File: src/rtl/alu_op_issuer.sv
// -----------------------------------------------------------------------------
// alu_op_issuer
// Initiator for an E-gated combinational ALU. A request (A, B, func) taken on
// the valid/ready request port is registered onto alu_a/alu_b/alu_func. alu_e
// is then held high for SETTLE_CYCLES cycles (0 is treated as 1). The ALU
// result and overflow are captured and returned on a valid/ready response port.
//
// Ports
//   clk, reset              rising-edge clock, asynchronous active-high reset
//   req_valid/req_ready     request handshake (ready only while idle)
//   req_a/req_b/req_func    request operands and function select
//   alu_a/alu_b/alu_func    registered operands and function select to the ALU
//   alu_e                   ALU enable
//   alu_c/alu_ovf           ALU result and overflow, sampled at the capture edge
//   rsp_valid/rsp_ready     response handshake
//   rsp_c/rsp_ovf           captured result and overflow
//   ovf_sticky              set by any captured overflow, cleared only by reset
//   busy                    high whenever the issuer is not idle
//   op_count                completed response handshakes, wraps to 0
// -----------------------------------------------------------------------------
module alu_op_issuer #(
    parameter int unsigned DATA_WIDTH    = 16,
    parameter int unsigned FUNC_WIDTH    = 4,
    parameter int unsigned SETTLE_CYCLES = 1,
    parameter int unsigned COUNT_WIDTH   = 16
) (
    input  logic                   clk,
    input  logic                   reset,
    input  logic                   req_valid,
    output logic                   req_ready,
    input  logic [DATA_WIDTH-1:0]  req_a,
    input  logic [DATA_WIDTH-1:0]  req_b,
    input  logic [FUNC_WIDTH-1:0]  req_func,
    output logic [DATA_WIDTH-1:0]  alu_a,
    output logic [DATA_WIDTH-1:0]  alu_b,
    output logic [FUNC_WIDTH-1:0]  alu_func,
    output logic                   alu_e,
    input  logic [DATA_WIDTH-1:0]  alu_c,
    input  logic                   alu_ovf,
    output logic                   rsp_valid,
    input  logic                   rsp_ready,
    output logic [DATA_WIDTH-1:0]  rsp_c,
    output logic                   rsp_ovf,
    output logic                   ovf_sticky,
    output logic                   busy,
    output logic [COUNT_WIDTH-1:0] op_count
);

    localparam int unsigned SETTLE_EFF = (SETTLE_CYCLES == 0) ? 1 : SETTLE_CYCLES;
    localparam int unsigned CNT_W      = (SETTLE_EFF < 2) ? 1 : $clog2(SETTLE_EFF + 1);
    localparam logic [CNT_W-1:0] CNT_INIT = CNT_W'(SETTLE_EFF);

    typedef enum logic [1:0] {
        IDLE  = 2'd0,
        DRIVE = 2'd1,
        RESP  = 2'd2
    } state_t;

    state_t                 state_q, state_d;
    logic [DATA_WIDTH-1:0]  a_q, a_d;
    logic [DATA_WIDTH-1:0]  b_q, b_d;
    logic [FUNC_WIDTH-1:0]  func_q, func_d;
    logic                   e_q, e_d;
    logic [CNT_W-1:0]       cnt_q, cnt_d;
    logic                   rsp_valid_q, rsp_valid_d;
    logic [DATA_WIDTH-1:0]  rsp_c_q, rsp_c_d;
    logic                   rsp_ovf_q, rsp_ovf_d;
    logic                   sticky_q, sticky_d;
    logic [COUNT_WIDTH-1:0] count_q, count_d;

    always_ff @(posedge clk or posedge reset) begin
        if (reset) begin
            state_q     <= IDLE;
            a_q         <= '0;
            b_q         <= '0;
            func_q      <= '0;
            e_q         <= 1'b0;
            cnt_q       <= '0;
            rsp_valid_q <= 1'b0;
            rsp_c_q     <= '0;
            rsp_ovf_q   <= 1'b0;
            sticky_q    <= 1'b0;
            count_q     <= '0;
        end else begin
            state_q     <= state_d;
            a_q         <= a_d;
            b_q         <= b_d;
            func_q      <= func_d;
            e_q         <= e_d;
            cnt_q       <= cnt_d;
            rsp_valid_q <= rsp_valid_d;
            rsp_c_q     <= rsp_c_d;
            rsp_ovf_q   <= rsp_ovf_d;
            sticky_q    <= sticky_d;
            count_q     <= count_d;
        end
    end

    always_comb begin
        state_d     = state_q;
        a_d         = a_q;
        b_d         = b_q;
        func_d      = func_q;
        e_d         = e_q;
        cnt_d       = cnt_q;
        rsp_valid_d = rsp_valid_q;
        rsp_c_d     = rsp_c_q;
        rsp_ovf_d   = rsp_ovf_q;
        sticky_d    = sticky_q;
        count_d     = count_q;

        unique case (state_q)
            IDLE: begin
                if (req_valid) begin
                    a_d     = req_a;
                    b_d     = req_b;
                    func_d  = req_func;
                    e_d     = 1'b1;
                    cnt_d   = CNT_INIT;
                    state_d = DRIVE;
                end
            end
            DRIVE: begin
                cnt_d = cnt_q - CNT_W'(1);
                // Last settle cycle: the ALU output has been stable long enough to sample.
                if (cnt_q == CNT_W'(1)) begin
                    rsp_c_d     = alu_c;
                    rsp_ovf_d   = alu_ovf;
                    sticky_d    = sticky_q | alu_ovf;
                    e_d         = 1'b0;
                    rsp_valid_d = 1'b1;
                    state_d     = RESP;
                end
            end
            RESP: begin
                if (rsp_ready) begin
                    rsp_valid_d = 1'b0;
                    count_d     = count_q + COUNT_WIDTH'(1);
                    state_d     = IDLE;
                end
            end
            default: begin
                state_d = IDLE;
            end
        endcase
    end

    assign req_ready  = (state_q == IDLE);
    assign busy       = (state_q != IDLE);
    assign alu_a      = a_q;
    assign alu_b      = b_q;
    assign alu_func   = func_q;
    assign alu_e      = e_q;
    assign rsp_valid  = rsp_valid_q;
    assign rsp_c      = rsp_c_q;
    assign rsp_ovf    = rsp_ovf_q;
    assign ovf_sticky = sticky_q;
    assign op_count   = count_q;

endmodule
File: config.mk
export PLATFORM = sky130hd
export DESIGN_NAME = alu_op_issuer
export DESIGN_NICKNAME = d
export VERILOG_FILES = /design/src/rtl/alu_op_issuer.sv
export SDC_FILE = /design/constraint.sdc
export NUM_CORES = 1
export LEC_CHECK = 0
export ABC_AREA = 0
export BUFFER_PORTS_ARGS = -buffer_cell sky130_fd_sc_hd__buf_2
export CORE_ASPECT_RATIO = 2
export CORE_MARGIN = 2
export CORE_UTILIZATION = 47
export CTS_CLUSTER_SIZE = 14
export DETAILED_ROUTE_END_ITERATION = 6
export HOLD_SLACK_MARGIN = 0.02
export PLACE_DENSITY = 0.8
export REMOVE_ABC_BUFFERS = 1
export SETUP_SLACK_MARGIN = 0.1
export SYNTH_ARGS = -nofsm -noshare
export SYNTH_HDL_FRONTEND = slang
export SYNTH_SLANG_ARGS = --single-unit
File: constraint.sdc
create_clock -name clk -period 3.3 [get_ports clk]
set_clock_uncertainty 0.2 [all_clocks]
set_input_delay 0.66 -clock clk [delete_from_list [all_inputs] [get_ports clk]]
set_output_delay 0.66 -clock clk [all_outputs]
set_load 0.01 [all_outputs]
-- Word-level counts from Yosys, hierarchy flattened
Cells that the tools add are included.
- bits of input ports: 57
- logic and storage cells: 41
- flip-flop bits (word level): 75
- output and inout bits: 74
- multiplexer cells: 11
- bitwise logic cells: 1
- equality and inequality tests: 5
- add/subtract/negate cells: 2
- reductions and logical operators: 11
- operators by type and width (kind ; number):
    16-bit by 1-bit adder with 16-bit output, second input constant ; 1
    3-bit AND reduction ; 3
    2-bit AND reduction ; 4
    2-bit two-way mux ; 3
    2-bit != test, second input constant ; 3
    1-bit one-hot mux with 2 select lines ; 3
    2-bit one-hot mux with 3 select lines ; 1
    2-bit nonzero test ; 3
    1-bit two-way mux ; 4
    2-bit by 1-bit == test with 1-bit output, second input constant ; 1
    2-bit == test, second input constant ; 1
    2-bit logical NOT ; 1
    1-bit OR ; 1
    1-bit subtractor, second input constant ; 1

-- Logic depth before layout (Yosys ltp)
Gate-level depths: netlist of run 1.
- depth after elaboration: 3
- gate-level depth with buffers: 6
- gate-level depth less buffers: 5

-- Worst setup path after synthesis of run 1
Ideal clock, no wire load.
- path type: reg-to-reg
- from: register state_q[1]
- to: register a_q[12] (netlist: alu_a[12])
- arrival time: 1.478 ns
- clock period less this slack: 1.803 ns
- buffers on the path: 2
- library setup time: 0.125 ns
- slack: 1.497 ns
- data required time: 2.975 ns
- stages on the path, launching flop included: 7
- cells stage by stage: dfrtp_1 > or2_4 > inv_2 > and2_4 > buf_6 > buf_12 > mux2_4
- longest elaborated chain between the ends: 2
- ends and longest elaborated chain (element ; RTL line ; text):
    start, declared ; 59 ; state_t state_q, state_d;
    start signal, assigned ; 85 ; state_q <= state_d;
    2-bit logical NOT ; -- ;
    named net req_ready ; 30 ; output logic req_ready,
    2-bit AND reduction (no line) ; -- ;
    end signal, assigned ; 74 ; a_q <= '0;
    end signal, assigned ; 86 ; a_q <= a_d;
    end, declared ; 60 ; logic [DATA_WIDTH-1:0] a_q, a_d;
The timed path passes the listed nets, and every way through them passes these cells.
A chain may end at the register's enable or synchronous reset.

-- Worst setup path in the final report of run 1
- from: register state_q[0]
- to: output port req_ready
- longest elaborated chain between the ends: 1
- ends and longest elaborated chain (element ; RTL line ; text):
    2-bit logical NOT ; 148 ; assign req_ready = (state_q == IDLE);
    end, declared ; 30 ;
No other way between the ends.

==> results.txt, run 1 <==
Synthesis inferred 75 register bits. Once the floorplan was initialized, standard cells occupied 48.5% of the core. For this run the aggregate overflow at the end of global routing stands at 0.

The run gives 1880 um2 as the area occupied by registers. The post-synthesis cell type with the largest combined area was sky130_fd_sc_hd__dfrtp_1. The synthesized netlist contains 31 unique library cells. The busiest layer in global routing is met2. Setup repair after global routing left no endpoint under its margin. The number of port buffers is 130. The worst setup path is launched from a register.

The multi-input logic area is 1080 um2, and the total setup violations reported at the end of the flow is 0. The compound-cell area share of the yosys netlist works out to 0.817%. The flip-flop cell with the highest count after synthesis was sky130_fd_sc_hd__dfrtp_1. The overall die height was 118 um; the final design utilization was 64.4%. The count of nets left with antenna violations once routing finished came out at 0. After detailed routing, the number of remaining DRC violations is 0. The number of global-route vias before repair is 2261. The slowest stage of the critical path belongs to the cell sky130_fd_sc_hd__dfrtp_1. Once the clock tree was built, the setup fixing pass inserted 0 buffers. The area added between synthesis and finish is 32.7%, and the global routing usage on met3 is 6.02%. The worst register-to-register path has a depth of 4. Dividing total power by cell area gives a power density of 963 nW/um2.

The minimum clock period is 2080 ps, and the number of synthesized flops with an enable pin is 0. Yosys attributes the largest share of cell area to sky130_fd_sc_hd__dfrtp_1 61%, sky130_fd_sc_hd__mux2_4 14%, sky130_fd_sc_hd__nand2_1 7.4%, sky130_fd_sc_hd__mux2_2 2.9%, sky130_fd_sc_hd__xnor2_1 2.9%. For the part of the Yosys area used for sequential elements, the log shows 61.3%.

For this run, asynchronously set or reset flops after synthesis account for 100%. The run finished with clean final reports. For the worst setup path, the data required time is 2440 ps.

Yosys printed 0 warnings. Among all cell types in the netlist, the one instantiated most often is sky130_fd_sc_hd__dfrtp_1. The run gives 0 as the final hold violation count. In this run the critical register-to-register path is captured at alu_func[3]. In this run the core area contains 41 standard-cell rows.

No sink is reached through more buffers than the 2 on the longest clock path. The number of instances resized during post-cts repair is 0, and the highest net fanout along the worst path is 7. The clock edge transition at the registers on the reported setup and hold paths is 50 ps, and the total power after layout is 3.91 mW. The critical path in this run is classified as register to output port. In the final routed layout, each cell accounts on average for 13.6 um. The path class of the tightest hold or removal check is primary input to async pin.

Traced cell by cell, the critical path runs through or2_4 -> inv_2 -> buf_2. For this run, the slowest stage of the critical path takes 460 ps. In the final layout, the share of cells above drive strength 1 is 50.8%.

IR analysis of the VDD net gives a maximum drop of 0.573 mV. TritonCTS built the clock tree. The analysis attributes to cell leakage a power of 2.18 nW. The number of clock buffers added by TritonCTS is 9. Adding up every negative setup slack in the final design gives 0 ps. For met2 alone, demand over resource in global routing was 31.4%.

The adder-cell share of the synthesized area was 0.409%; the largest net degree at the start of global routing was 40. The share of the clock period used by the worst path after layout was 63.0%. The largest family of logic cells by synthesized area is multiplexers. The tools report the number of sinks driven by the clock tree as 75.

The per-instance average area after synthesis was 13.2 um2; the measured slew at the worst slew-check pin was 763 ps. Setup slack on the worst reg-to-reg path comes out at 1230 ps. The fill cell instance count of the final layout is 520, and the overall global routing resource usage is 19.1%. The share of synthesized area spent on multiplexers was 17.5%; the post-synthesis share of cell area spent on and, or, nand and nor gates was 12.3%. Number of inserted diodes: 0.

For this design the top-level I/O count stands at 131. In this run, post-CTS hold repair placed 0 buffers. The detailed router finished its first iteration with 41 violations.

Clock latency reported for the late side of the worst-skew pair: 330 ps. After synthesis the cells add up to 3060 um2. After detailed routing, the number of vias per cell comes to 4.74.

For this block, the routed nets add up to 6250 um of wire. The final net count was 426. The number of pins exceeding their max-slew limit in the final report is 0. The commonest cells after synthesis are 75 x sky130_fd_sc_hd__dfrtp_1, 60 x sky130_fd_sc_hd__nand2_1, 29 x sky130_fd_sc_hd__mux2_4, 10 x sky130_fd_sc_hd__xnor2_1, 8 x sky130_fd_sc_hd__mux2_2. The worst reg2reg path startpoint is state_q[0]. Data arrival time at the worst-slack endpoint: 1220 ps.

After floorplanning, the core was sized to cover 6310 um2. Global-route wire length before repair: 10300 um. The synthesized design devotes to its leading area cell type 61.3% of total area. STA classifies the critical path endpoint as an output port. For met1 alone, demand over resource in global routing was 21.3%. The tree is rooted in a sky130_fd_sc_hd__clkbuf_16.

The die is 61.1 um wide. The half-perimeter wire length of the detailed placement result was 4610 um. The detailed-routing iteration count for the pre-antenna-repair pass was 4.

The routed via count was 2171. For the area of the die, the log shows 7210 um2. The tools report the cell count after synthesis as 232. The number of antenna violations at the first check in global routing is 0, and the XOR/XNOR share of the synthesized area is 4.29%. The total of max-cap violations was 0.

Measured against its own limit, the worst slew margin works out to 49.0%. The logs give 0.767 for the placer's final routability congestion estimate and 3 for the level count of the clock H-tree. The highest attainable clock frequency came out at 481 MHz.
report_power, final:
| group | switching, mW | internal [mW] | total (mW) |
|---|---|---|---|
| logic | 0.683 | 0.749 | 1.43 |
| clock network | 0.334 | 0.605 | 0.940 |
| registers | 0.234 | 1.31 | 1.54 |
layer usage:
metal  wire length [um]  share of wire, %
met1               2460                39
met2               3340                53
met3                348               5.6
met4                108               1.7
met5                  0                 0
cell usage in the layout, fill, tap and decap left out, types with 2 or more instances in the layout:
master / n
sky130_fd_sc_hd__nand3b_1: 2
sky130_fd_sc_hd__buf_2: 130
sky130_fd_sc_hd__inv_2: 2
sky130_fd_sc_hd__xor2_1: 5
sky130_fd_sc_hd__dfrtp_1: 75
sky130_fd_sc_hd__nand2_1: 60
sky130_fd_sc_hd__nor2_1: 7
sky130_fd_sc_hd__mux2_4: 29
sky130_fd_sc_hd__inv_1: 3
sky130_fd_sc_hd__xnor2_1: 10
sky130_fd_sc_hd__clkbuf_8: 5
sky130_fd_sc_hd__nand3_1: 5
sky130_fd_sc_hd__nand4_1: 2
sky130_fd_sc_hd__nand2b_1: 2
sky130_fd_sc_hd__mux2_2: 8
sky130_fd_sc_hd__clkbuf_16: 9
registers in the layout, indices dropped and copies added (netlist names):
| register | count |
|---|---|
| rsp_valid | 1 |
| rsp_ovf | 1 |
| rsp_c | 16 |
| alu_b | 16 |
| alu_func | 4 |
| state_q | 2 |
| op_count | 16 |
| cnt_q | 1 |
| alu_a | 16 |
| alu_e | 1 |
| ovf_sticky | 1 |
how the worst max path moves through the flow:
stage                     startpoint          end  cells past startpoint
after floorplan                reset     alu_a[0]                      1
after global placement     req_valid    alu_b[14]                      3
after detailed placement   req_valid  alu_func[3]                      3
after CTS                 state_q[0]    req_ready                      3
after global routing      state_q[1]  alu_func[3]                      4
final                     state_q[0]    req_ready                      3
cells by family (layout without fill, tap and decap cells):
group                      count (synthesis)  in the layout
adders and majority gates                  1              1
xor gates and xnor gates                  15             15
and+or+nand+nor                           86             86
buffers and inverters                     13            153
muxes                                     38             38
AOI/OAI and AO/OA                          4              4
DFF                                       75             75
metrics by stage:
step	instances	worst slack, ps	cell area (um2)	hold slack (ps)
after floorplan	225	530	2980	292
after detailed placement	443	1200	3760	252
after CTS	458	1210	4060	276
after global routing	458	1150	4060	290
final	458	1220	4060	268
after global placement	443	1250	3760	253
critical path, delay by kind of cell (launching register included):
family	cells	cell delay, ps
buffers and inverters	2	170
and+or+nand+nor	1	260
DFF	1	460
final cells by class:
type                            count  share of cell area [%]
Clock buffer                       14                    7.24
Multi-Input combinational cell    144                    26.6
Sequential cell                    75                    46.2
Inverter                            6                   0.554
Tap cell                           86                    2.65
Timing Repair Buffer              132                    16.7
Clock inverter                      1                   0.123
(Power assumes the default switching activity.)
==> run 2: changes to the inputs <==
- clock period: 3.3 -> 1.98 ns (I/O delays scaled with it)
==> results.txt, run 2 (synthesis results as in run 1) <==
The startpoint of the worst setup timing path is state_q[1]. The number of antenna violations at the first check in global routing is 1 (+1), and the highest attainable clock frequency is 555 MHz. Clock edge transition at the registers on the reported setup and hold paths: 50 ps (about the same). Horizontal die dimension: 61.1 um (unchanged).

The endpoint of the worst-slack reg-to-reg timing path is alu_b[13]. The tools report the capturing element type of the critical path as an output port. The placer's final routability congestion estimate is 0.794 (+3.5%), and the number of port buffers is 130 (unchanged). The tools report the total of max-cap violations as 0 (unchanged). The critical path class is register to output port.

The root buffer cell was sky130_fd_sc_hd__clkbuf_16. The commonest non-fill, non-tap cell in the layout was sky130_fd_sc_hd__buf_2. The area added between synthesis and finish was 34.5%. The total setup violations reported at the end of the flow came out at 0 (unchanged).

The highest net fanout along the worst path is 7 (unchanged). The number of sinks driven by the clock tree came out at 75 (unchanged). The detailed-routing iteration count for the pre-antenna-repair pass was 4 (unchanged); the global-route wire length before repair was 10400 um (+1.2%). In the layout the commonest cells are 130 x sky130_fd_sc_hd__buf_2, 75 x sky130_fd_sc_hd__dfrtp_1, 60 x sky130_fd_sc_hd__nand2_1. The slack of the worst reg-to-reg path is 210 ps (-1020 ps), and the total length of routed wires is 6650 um (+6.3%). The average via count per standard cell is 4.78 (+0.86%). The flow ran to the end, and the final reports show no timing, DRC or antenna violations. The tools report the number of violations reported at the end of detailed-routing iteration 0 as 77 (+88%).

The tools report the startpoint type of the worst setup path as a register. The clock latency reported for the late side of the worst-skew pair is 320 ps (about the same). For the total negative setup slack, the log shows 0 ps (unchanged). Among all stages on the critical path, the largest delay is contributed by sky130_fd_sc_hd__dfrtp_1.

The area of the placeable core was 6310 um2 (unchanged); the leakage power was 2.20 nW (+0.75%). The length in cells of the worst reg-to-reg path is 5 (+1), and the minimum clock period is 1800 ps. Post-place setup slack: 203 ps (-1000 ps). For the final hold violation count, the log shows 0 (unchanged). Per-cell routed wire length: 14.4 um (+5.6%). Traced cell by cell, the critical path runs through or2_4 -> inv_2 -> buf_2. The stage delay of the slowest cell on the critical path works out to 430 ps (-30 ps). The total power density per cell area works out to 1620 nW/um2 (+68%). The TritonCTS buffer count is 9 (unchanged), and the required arrival time at the worst endpoint is 1380 ps (-1060 ps). The logs give 76 (+90%) for the largest net degree at the start of global routing and 19.7% (+0.57 points) for the overall global routing resource usage. The post-detailed-route count of antenna-violating nets was 0 (unchanged); the number of global-route vias before repair was 2285 (+1.1%). The measured slew at the worst slew-check pin was 465 ps (-298 ps); the setup slack after layout was 178 ps (-1040 ps).

The half-perimeter wire length of the detailed placement result came out at 4900 um (+6.3%). The fraction of final layout cells sized beyond drive strength 1 was 50.5% (-0.27 points). The worst reg2reg path startpoint is state_q[1]. The routed via count is 2204 (+1.5%).

The run gives 1210 ps (about the same) as the data arrival time at the worst-slack endpoint. The fill cell instance count of the final layout is 511 (-1.7%), and the post-route DRC violation count is 0 (unchanged). The share of the clock period used by the worst path after layout was 91.0%. TritonCTS built the clock tree. The logs give 429 (+0.70%) for the final net count and 7210 um2 (unchanged) for the area of the die. Path category of the worst min-delay check: primary input to register. The peak supply drop is 0.876 mV (+53%), and the maximum clock path buffer count is 2 (unchanged). The logs give 41 (unchanged) for the total number of placement rows and 0 (unchanged) for the overall overflow remaining after global route. The overall die height was 118 um (unchanged); the level count of the clock H-tree was 3 (unchanged).

Setup repair after global routing left no endpoint under its margin. The starting density of the core was 48.5% (unchanged); the number of pins exceeding their max-slew limit in the final report was 0 (unchanged). The worst-case headroom to the max-slew limit was 68.8% (+20 points). The number of top-level pins is 131 (unchanged), and the total power after layout is 6.67 mW (+71%). Endpoint of the most critical setup path: req_ready.
## run 2: critical path, delay by kind of cell (launching register included)
family,cells,cell delay [ps]
DFF,1,430
and+or+nand+nor,1,270
buffers and inverters,2,170
## run 2: per-stage QoR
stage	hold slack, ps	std cells	util, %	cell area (um2)
after floorplan	292	225	-	2980
after global placement	254	445	60.3	3800
after detailed placement	256	445	60.3	3800
after CTS	42.5	460	65.2	4110
after global routing	56.8	461	65.3	4120
final	55.9	461	65.3	4120
## run 2: worst min-delay path by stage
| stage | start | endpoint | depth (start not counted) |
|---|---|---|---|
| 2_1_floorplan | state_q[1] | state_q[0] | 1 |
| 3_3_place_gp | ovf_sticky | ovf_sticky | 1 |
| 3_5_place_dp | rsp_c[8] | rsp_c[8] | 2 |
| 4_1_cts | alu_c[13] | rsp_c[13] | 3 |
| 5_1_grt | alu_c[12] | rsp_c[12] | 3 |
| 6_report | alu_c[12] | rsp_c[12] | 3 |
## run 2: layout make-up
cell class              instances  area [um2]  share of cell area (%)
diodes                          1        2.50                  0.0608
clock buffers                  11         233                    5.65
clock inverters                 3        65.1                    1.58
inverters                       6        22.5                   0.547
multi-input cells             144        1080                    26.3
flip-flops and latches         75        1880                    45.6
well taps                      86         108                    2.61
repair buffers                135         728                    17.7
## run 2: timing repair
action                                  CTS  global route
hold buffers                              1             0
buffers inserted                          0             0
endpoints found under the setup margin    0             1
resized for setup                         0             1
hold endpoints to repair                 75             0
## run 2: routing by layer
metal,vias up,part of all wire [%],global-route usage (%)
met5,-,0,0
met4,0,3.1,10.3
met3,15,6.7,7.33
met2,87,54,32.0
met1,1071,36,21.0
li1,1031,-,-
## run 2: where the power goes
part / total, mW / leakage, nW / internal [mW] / switching (mW)
logic: 2.44 / 1.14 / 1.30 / 1.14
registers: 2.58 / 0.915 / 2.18 / 0.403
clock network: 1.65 / 0.145 / 1.09 / 0.564
